File: config.mk
export PLATFORM = sky130hd
export DESIGN_NAME = rst_seq_gen
export DESIGN_NICKNAME = d
export VERILOG_FILES = /design/src/rtl/rst_seq_pkg.sv /design/src/rtl/rst_sync.sv /design/src/rtl/rst_seq_gen.sv
export SDC_FILE = /design/constraint.sdc
export NUM_CORES = 1
export LEC_CHECK = 0
export ABC_AREA = 0
export CORE_AREA = 2 2 39 41
export CTS_BUF_LIST = sky130_fd_sc_hd__clkbuf_16
export CTS_CLUSTER_SIZE = 24
export DETAILED_ROUTE_END_ITERATION = 7
export DIE_AREA = 0 0 41 43
export SKIP_LAST_GASP = 1
export SYNTH_ARGS = -nofsm -noshare
export SYNTH_HDL_FRONTEND = slang
export SYNTH_SLANG_ARGS = --single-unit
File: constraint.sdc
create_clock -name i_clk -period 2.8 [get_ports i_clk]
set_clock_uncertainty 0.1 [all_clocks]
set_input_delay 0.56 -clock i_clk [delete_from_list [all_inputs] [get_ports i_clk]]
set_output_delay 0.56 -clock i_clk [all_outputs]
set_load 0.01 [all_outputs]
File: src/rtl/rst_seq_pkg.sv
// Shared types and constants for the sequenced reset generator.
package rst_seq_pkg;

  typedef enum logic [1:0] {
    HOLD,
    STEP,
    DONE
  } seq_state_t;

  localparam int DEF_SYNC_STAGES = 2;
  localparam int DEF_HOLD_CYCLES = 4;
  localparam int DEF_NUM_OUT     = 3;
  localparam int DEF_STEP_CYCLES = 2;

  // Width needed to hold max(a, b); never narrower than one bit.
  function automatic int clog2_max(input int a, input int b);
    int m;
    m = (a > b) ? a : b;
    return (m < 1) ? 1 : $clog2(m + 1);
  endfunction

endpackage

File: src/rtl/rst_sync.sv
// Async-assert, sync-release reset synchronizer; sync_ok is the last stage,
// sync_pre the stage feeding it (high one clock before sync_ok).
module rst_sync #(
  parameter int SYNC_STAGES = 2
) (
  input  logic i_clk,
  input  logic i_res,
  output logic sync_ok,
  output logic sync_pre
);

  if (SYNC_STAGES < 2) begin : g_param_err
    $error("rst_sync: SYNC_STAGES must be at least 2");
  end

  logic [SYNC_STAGES-1:0] chain;

  always_ff @(posedge i_clk or posedge i_res) begin
    if (i_res) begin
      chain <= '0;
    end else begin
      chain <= {chain[SYNC_STAGES-2:0], 1'b1};
    end
  end

  assign sync_ok  = chain[SYNC_STAGES-1];
  assign sync_pre = chain[SYNC_STAGES-2];

endmodule

File: src/rtl/rst_seq_gen.sv
// Sequenced reset generator: synchronised release, hold stretch, then ordered
// release of NUM_OUT active-low resets. Optional software reset: RST_SEQ_SWRST_EN.
module rst_seq_gen
  import rst_seq_pkg::*;
#(
  parameter int SYNC_STAGES = DEF_SYNC_STAGES,
  parameter int HOLD_CYCLES = DEF_HOLD_CYCLES,
  parameter int NUM_OUT     = DEF_NUM_OUT,
  parameter int STEP_CYCLES = DEF_STEP_CYCLES
) (
  input  logic               i_clk,
  input  logic               i_res,
`ifdef RST_SEQ_SWRST_EN
  input  logic               i_sw_rst,
`endif
  output logic [NUM_OUT-1:0] o_res_n,
  output logic               o_done
);

  if (SYNC_STAGES < 2 || NUM_OUT < 1 || STEP_CYCLES < 1 || HOLD_CYCLES < 0) begin : g_param_err
    $error("rst_seq_gen: illegal parameter combination");
  end

  localparam int CNT_W = clog2_max(HOLD_CYCLES, STEP_CYCLES);
  localparam logic [CNT_W-1:0] HOLD_LAST = (HOLD_CYCLES > 0) ? CNT_W'(HOLD_CYCLES - 1) : '0;
  localparam logic [CNT_W-1:0] STEP_LAST = CNT_W'(STEP_CYCLES - 1);

  seq_state_t         state_q, state_next;
  logic [CNT_W-1:0]   cnt_q, cnt_next;
  logic [NUM_OUT-1:0] res_n_next;
  logic [NUM_OUT-1:0] res_n_shift;
  logic               done_next;
  logic               sync_ok;
  logic               sync_pre;
  logic               hold_release;
  logic               sw_clear;

  rst_sync #(
    .SYNC_STAGES(SYNC_STAGES)
  ) u_sync (
    .i_clk   (i_clk),
    .i_res   (i_res),
    .sync_ok (sync_ok),
    .sync_pre(sync_pre)
  );

`ifdef RST_SEQ_SWRST_EN
  assign sw_clear = i_sw_rst;
`else
  assign sw_clear = 1'b0;
`endif

  // Bits release strictly in order, so shifting a 1 in from bit 0 stands in
  // for an explicit release index.
  if (NUM_OUT == 1) begin : g_one
    assign res_n_shift = 1'b1;
  end else begin : g_many
    assign res_n_shift = {o_res_n[NUM_OUT-2:0], 1'b1};
  end

  // A zero hold releases on the edge sync_ok itself rises, so look one stage early.
  assign hold_release = (HOLD_CYCLES == 0) ? sync_pre : (sync_ok && (cnt_q == HOLD_LAST));

  always_ff @(posedge i_clk or posedge i_res) begin
    if (i_res) begin
      state_q <= HOLD;
      cnt_q   <= '0;
      o_res_n <= '0;
      o_done  <= 1'b0;
    end else begin
      state_q <= state_next;
      cnt_q   <= cnt_next;
      o_res_n <= res_n_next;
      o_done  <= done_next;
    end
  end

  always_comb begin
    state_next = state_q;
    cnt_next   = cnt_q;
    res_n_next = o_res_n;
    done_next  = o_done;

    case (state_q)
      HOLD: begin
        if (hold_release) begin
          cnt_next   = '0;
          res_n_next = res_n_shift;
          if (res_n_shift[NUM_OUT-1]) begin
            state_next = DONE;
            done_next  = 1'b1;
          end else begin
            state_next = STEP;
          end
        end else if (sync_ok) begin
          cnt_next = cnt_q + CNT_W'(1);
        end else begin
          cnt_next = '0;
        end
      end
      STEP: begin
        if (cnt_q == STEP_LAST) begin
          cnt_next   = '0;
          res_n_next = res_n_shift;
          if (res_n_shift[NUM_OUT-1]) begin
            state_next = DONE;
            done_next  = 1'b1;
          end
        end else begin
          cnt_next = cnt_q + CNT_W'(1);
        end
      end
      DONE: begin
        done_next = 1'b1;
      end
      default: begin
        state_next = HOLD;
        cnt_next   = '0;
      end
    endcase

    if (sw_clear) begin
      state_next = HOLD;
      cnt_next   = '0;
      res_n_next = '0;
      done_next  = 1'b0;
    end
  end

endmodule

# Word level (Yosys, flattened, before mapping)
# Index checks and enable logic that the tools add are counted.
# word_totals
ff_bits	11
word_cells	37
inputBits	2
# op_classes
mux	16
n_eq_ne	7
n_reduce_logical	7
bitwise_logic	1
add_sub_neg	1
# ops
cell	n
$mux W3	5
$pmux W3 S3	1
$mux W2	4
$ne A2 B2 Y1 const B	3
$pmux W2 S3	1
$pmux W3 S2	1
$reduce_and A3 Y1	2
$reduce_and A4 Y1	1
$add A3 B1 Y3 const B	1
$eq A3 B1 Y1 const B	1
$eq A3 B2 Y1 const B	1
$mux W1	3
$pmux W1 S3	1
$reduce_bool A3 Y1	1
$eq A2 B1 Y1 const B	1
$eq A2 B2 Y1 const B	1
$logic_not A2 Y1	1
$reduce_bool A2 Y1	1
$logic_and A1 B1 Y1	1
$not A1 Y1	1

# Logic depth before layout (Yosys ltp)
# depth
depth_word	4
depth_mapped	5

# Hierarchy
# From an unflattened synthesis, not the netlist that was laid out.
# hier_totals
cells_unflattened	42
area_unflattened_um2	489.2
# by_module_without_submodules
mod	instances	cells_each	seq_area_each_um2	area_each_um2
rst_seq_gen	1	38	225.2	431.7
rst_sync	1	4	50.0	57.6

# Worst setup path after synthesis
# No wires, ideal clock.
# synth_path
path_type	register to register
start	register cnt_q[0]
end	register o_res_n[1]
setup_slack_ns	1.195
arrival_ns	1.377
n_path_buf	0
period_less_slack_ns	1.605
stages_incl_launch_ff	5
path_cell_list	dfrtp_1 ha_1 ha_1 a32oi_2 mux2_1
# synth_between
elab_chain_len	4
# synth_rtl
element	line_no	text
from (decl)	rst_seq_gen.sv:29	logic [CNT_W-1:0] cnt_q, cnt_next;
from (signal assigned)	rst_seq_gen.sv:72	cnt_q <= cnt_next;
$eq A3 B2 Y1	rst_seq_gen.sv:62	assign hold_release = (HOLD_CYCLES == 0) ? sync_pre : (sync_ok && (cnt_q == HOLD_LAST));
$logic_and A1 B1 Y1	rst_seq_gen.sv:62	
$ne A2 B2 Y1 (no source line)	-	
$reduce_and A3 Y1 (no source line) *	-	
to (signal assigned)	rst_seq_gen.sv:73	o_res_n <= res_n_next;
to (decl)	rst_seq_gen.sv:16	output logic [NUM_OUT-1:0] o_res_n,
# Every way passes the cells marked *; elsewhere a longest branch is shown, timed or not.
# A chain may end at the register's enable or synchronous reset.

# Worst setup path in the final report
# layout_path
start	register o_res_n[1]
end	output port o_res_n[1]
# No word-level cell between the ends.

==> metrics.cfg <==
[worst_setup_path]
cp_max_fo = 8
cp-startpoint = o_res_n[1]
start_kind = flop
r2r_start = cnt_q[0]
critical-path-max-stage-delay_ns = 0.58
reg2reg_depth = 4
critPathBufInv = 1
endpoint = o_res_n[1]
path_cells = clkdlybuf4s50_1
endpoint_kind = primary output
cp.depth = 1
critPathRequiredTime_ns = 2.14
critPathTopFamily = buffers and inverters
r2r_setup_slack_ns = 1.12
critPathArrivalTime_ns = 1.27
crit_path_top_delay_cell = clkdlybuf4s50_1
r2r-end = o_res_n[1]
worstSetupPathType = reg2out

[power]
power_leakage_uw = 0.000278
p_int_uw = 489
swShare_pct = 29.0
ir_drop_v = 0.000500
p_sw_uw = 200
power_frac_seq_pct = 36.5
comb_power_share_pct = 26.7
clockPowerShare_pct = 36.8
power_density_mw_per_mm2 = 1070

[synthesis]
synthDistinctLibCells = 18
synth-edff-count = 0
synth.most_common_cell = dfrtp_1
ys_ff_latch = 11
synth_top_cell_by_area = dfrtp_1
synth_area_um2 = 495
synth_nets = 49
synth_commonest_cells = dfrtp_1, inv_1, nand2_1
syn_avg_cell_area_um2 = 11.3
yosys-top-cells-area = dfrtp_1, ha_1, mux2_1
syn_inst = 44
synthFlopType = dfrtp_1
yosysSeqAreaShare_pct = 55.6
synthDominantCellAreaShare_pct = 55.6
yosysWarnings = 0
ys_async_sr_fraction_pct = 100

[sta]
rsz0062_at_grt = false
fin_tns_setup_ns = 0
fmax_mhz = 519
finalSetupViolations = 0
fin_crit_sh_pct = 68.8
hold_viol_final = 0
min_period_ns = 1.93
drv_slew = 0

[placement]
portBuffers = 5
gp_congestion = 0.777
place_hpwl_um = 571

[layout]
drive_gt1_share_pct = 9.43
final_core_util_pct = 46.6
antenna_cells = 0
area_growth_syn_to_layout_pct = 30.1
fin_nets = 59

[die]
start_util_pct = 35.8
core-area_mm2 = 0.00138
die_area_mm2 = 0.00176
num_io_pins = 6
fp-row-count = 14
die_h_um = 43
chipWidth_um = 41

[grt]
grt_start_max_net_pins = 12
grtUsageTotal_pct = 12.4
grt-ovfl-total = 0
grt_pass1_wl_um = 1410
first_global_vias = 318
antenna_found_initial = 0

[cts]
cts_tree = yes
numCtsBuffers = 3
ctsHtreeMaxLevel = 1
cts_root_buf = clkbuf_16
cts_setup_buffers = 0
clkLatencyLatePin_ns = 0.23
path_clk_slew_ns = 0.04
numClockSinks = 11
cts_hold_buf = 0
cts_resized = 0
cts_buffer_depth = 2

[routing]
remaining_drc_errors = 0
drt.antenna.violating_nets = 0
drt_pass1_iterations = 4
dr_total_vias = 330
vias_per_cell = 4.78
first_iter_violations = 1
drt-total-wl_um = 794
wl_per_cell_um = 11.5

[job]
maxCapViolations = 0

[run_status]
outcome = finished clean

[worst_hold_path]
holdCritPathClass = reg2reg

-- through the flow --
stage	power [uW]	setup slack [ns]	hold slack [ns]	cell area (um^2)	instances
floorplan	362	1.20	0.231	495	44
global placement	435	1.13	0.236	566	65
detailed placement	435	1.12	0.240	566	65
CTS	697	0.866	0.250	644	69
global route	736	0.821	0.250	644	69
finish	689	0.875	0.248	644	69
-- area by class of cell --
type	instances	area, um^2
fillers	127	739
flip-flops and latches	11	275
multi-input cells	29	205
clock buffers	3	75.1
repair buffers	5	50.0
well taps	16	20.0
inverters	4	15.0
clock inverters	1	3.75
-- sequential cells by signal, summed over array words and instances (netlist names) --
| name | cells |
|---|---|
| o_done | 1 |
| cnt_q | 3 |
| u_sync.chain | 2 |
| o_res_n | 3 |
| state_q | 2 |
-- kinds of logic after synthesis --
kind of cell,Yosys count,synth area share (%)
other cells,1,0.757
simple gates,13,14.1
flops,11,55.6
fa+ha+maj,3,7.58
mux,2,4.55
compound gates,10,14.4
buf+inv,4,3.03
-- power by group through the flow --
stage / combinational [uW] / sequential [uW] / clock, uW
floorplan: 109 / 253 / 0
global placement: 183 / 252 / 0
detailed placement: 182 / 253 / 0
CTS: 185 / 251 / 261
global route: 209 / 259 / 268
finish: 184 / 251 / 253
-- cell usage in the layout, fill, tap and decap left out --
master / count
and2b_4: 1
nor2b_1: 2
o21ai_0: 2
nand3_1: 1
o21ai_1: 3
nand2_1: 4
a31oi_1: 2
clkbuf_16: 3
mux2_1: 2
conb_1: 1
a2bb2oi_1: 1
inv_1: 5
clkdlybuf4s50_1: 5
nand2b_1: 2
nor2_1: 2
ha_1: 3
nand3b_1: 1
dfrtp_1: 11
a32oi_1: 1
a32oi_2: 1
-- routing by layer --
layer,share of wire (%),routed length (um),global-route usage (%),vias to the layer above
met5,0,0,0,-
met4,0,0,10.0,0
met3,3.4,27,3.14,0
met2,49,392,14.7,8
met1,47,374,18.3,156
li1,-,-,-,166
-- worst min path at each step --
| stage | startpoint | end | cells past startpoint | slack (ns) |
|---|---|---|---|---|
| after floorplan | u_sync.chain[0] | u_sync.chain[1] | 0 | 0.23 |
| after global placement | u_sync.chain[0] | u_sync.chain[1] | 0 | 0.24 |
| after detailed placement | u_sync.chain[0] | u_sync.chain[1] | 0 | 0.24 |
| after CTS | u_sync.chain[0] | u_sync.chain[1] | 0 | 0.25 |
| after global routing | u_sync.chain[0] | u_sync.chain[1] | 0 | 0.25 |
| final | u_sync.chain[0] | u_sync.chain[1] | 0 | 0.25 |
Note: power is estimated with default switching activity, not from simulation.
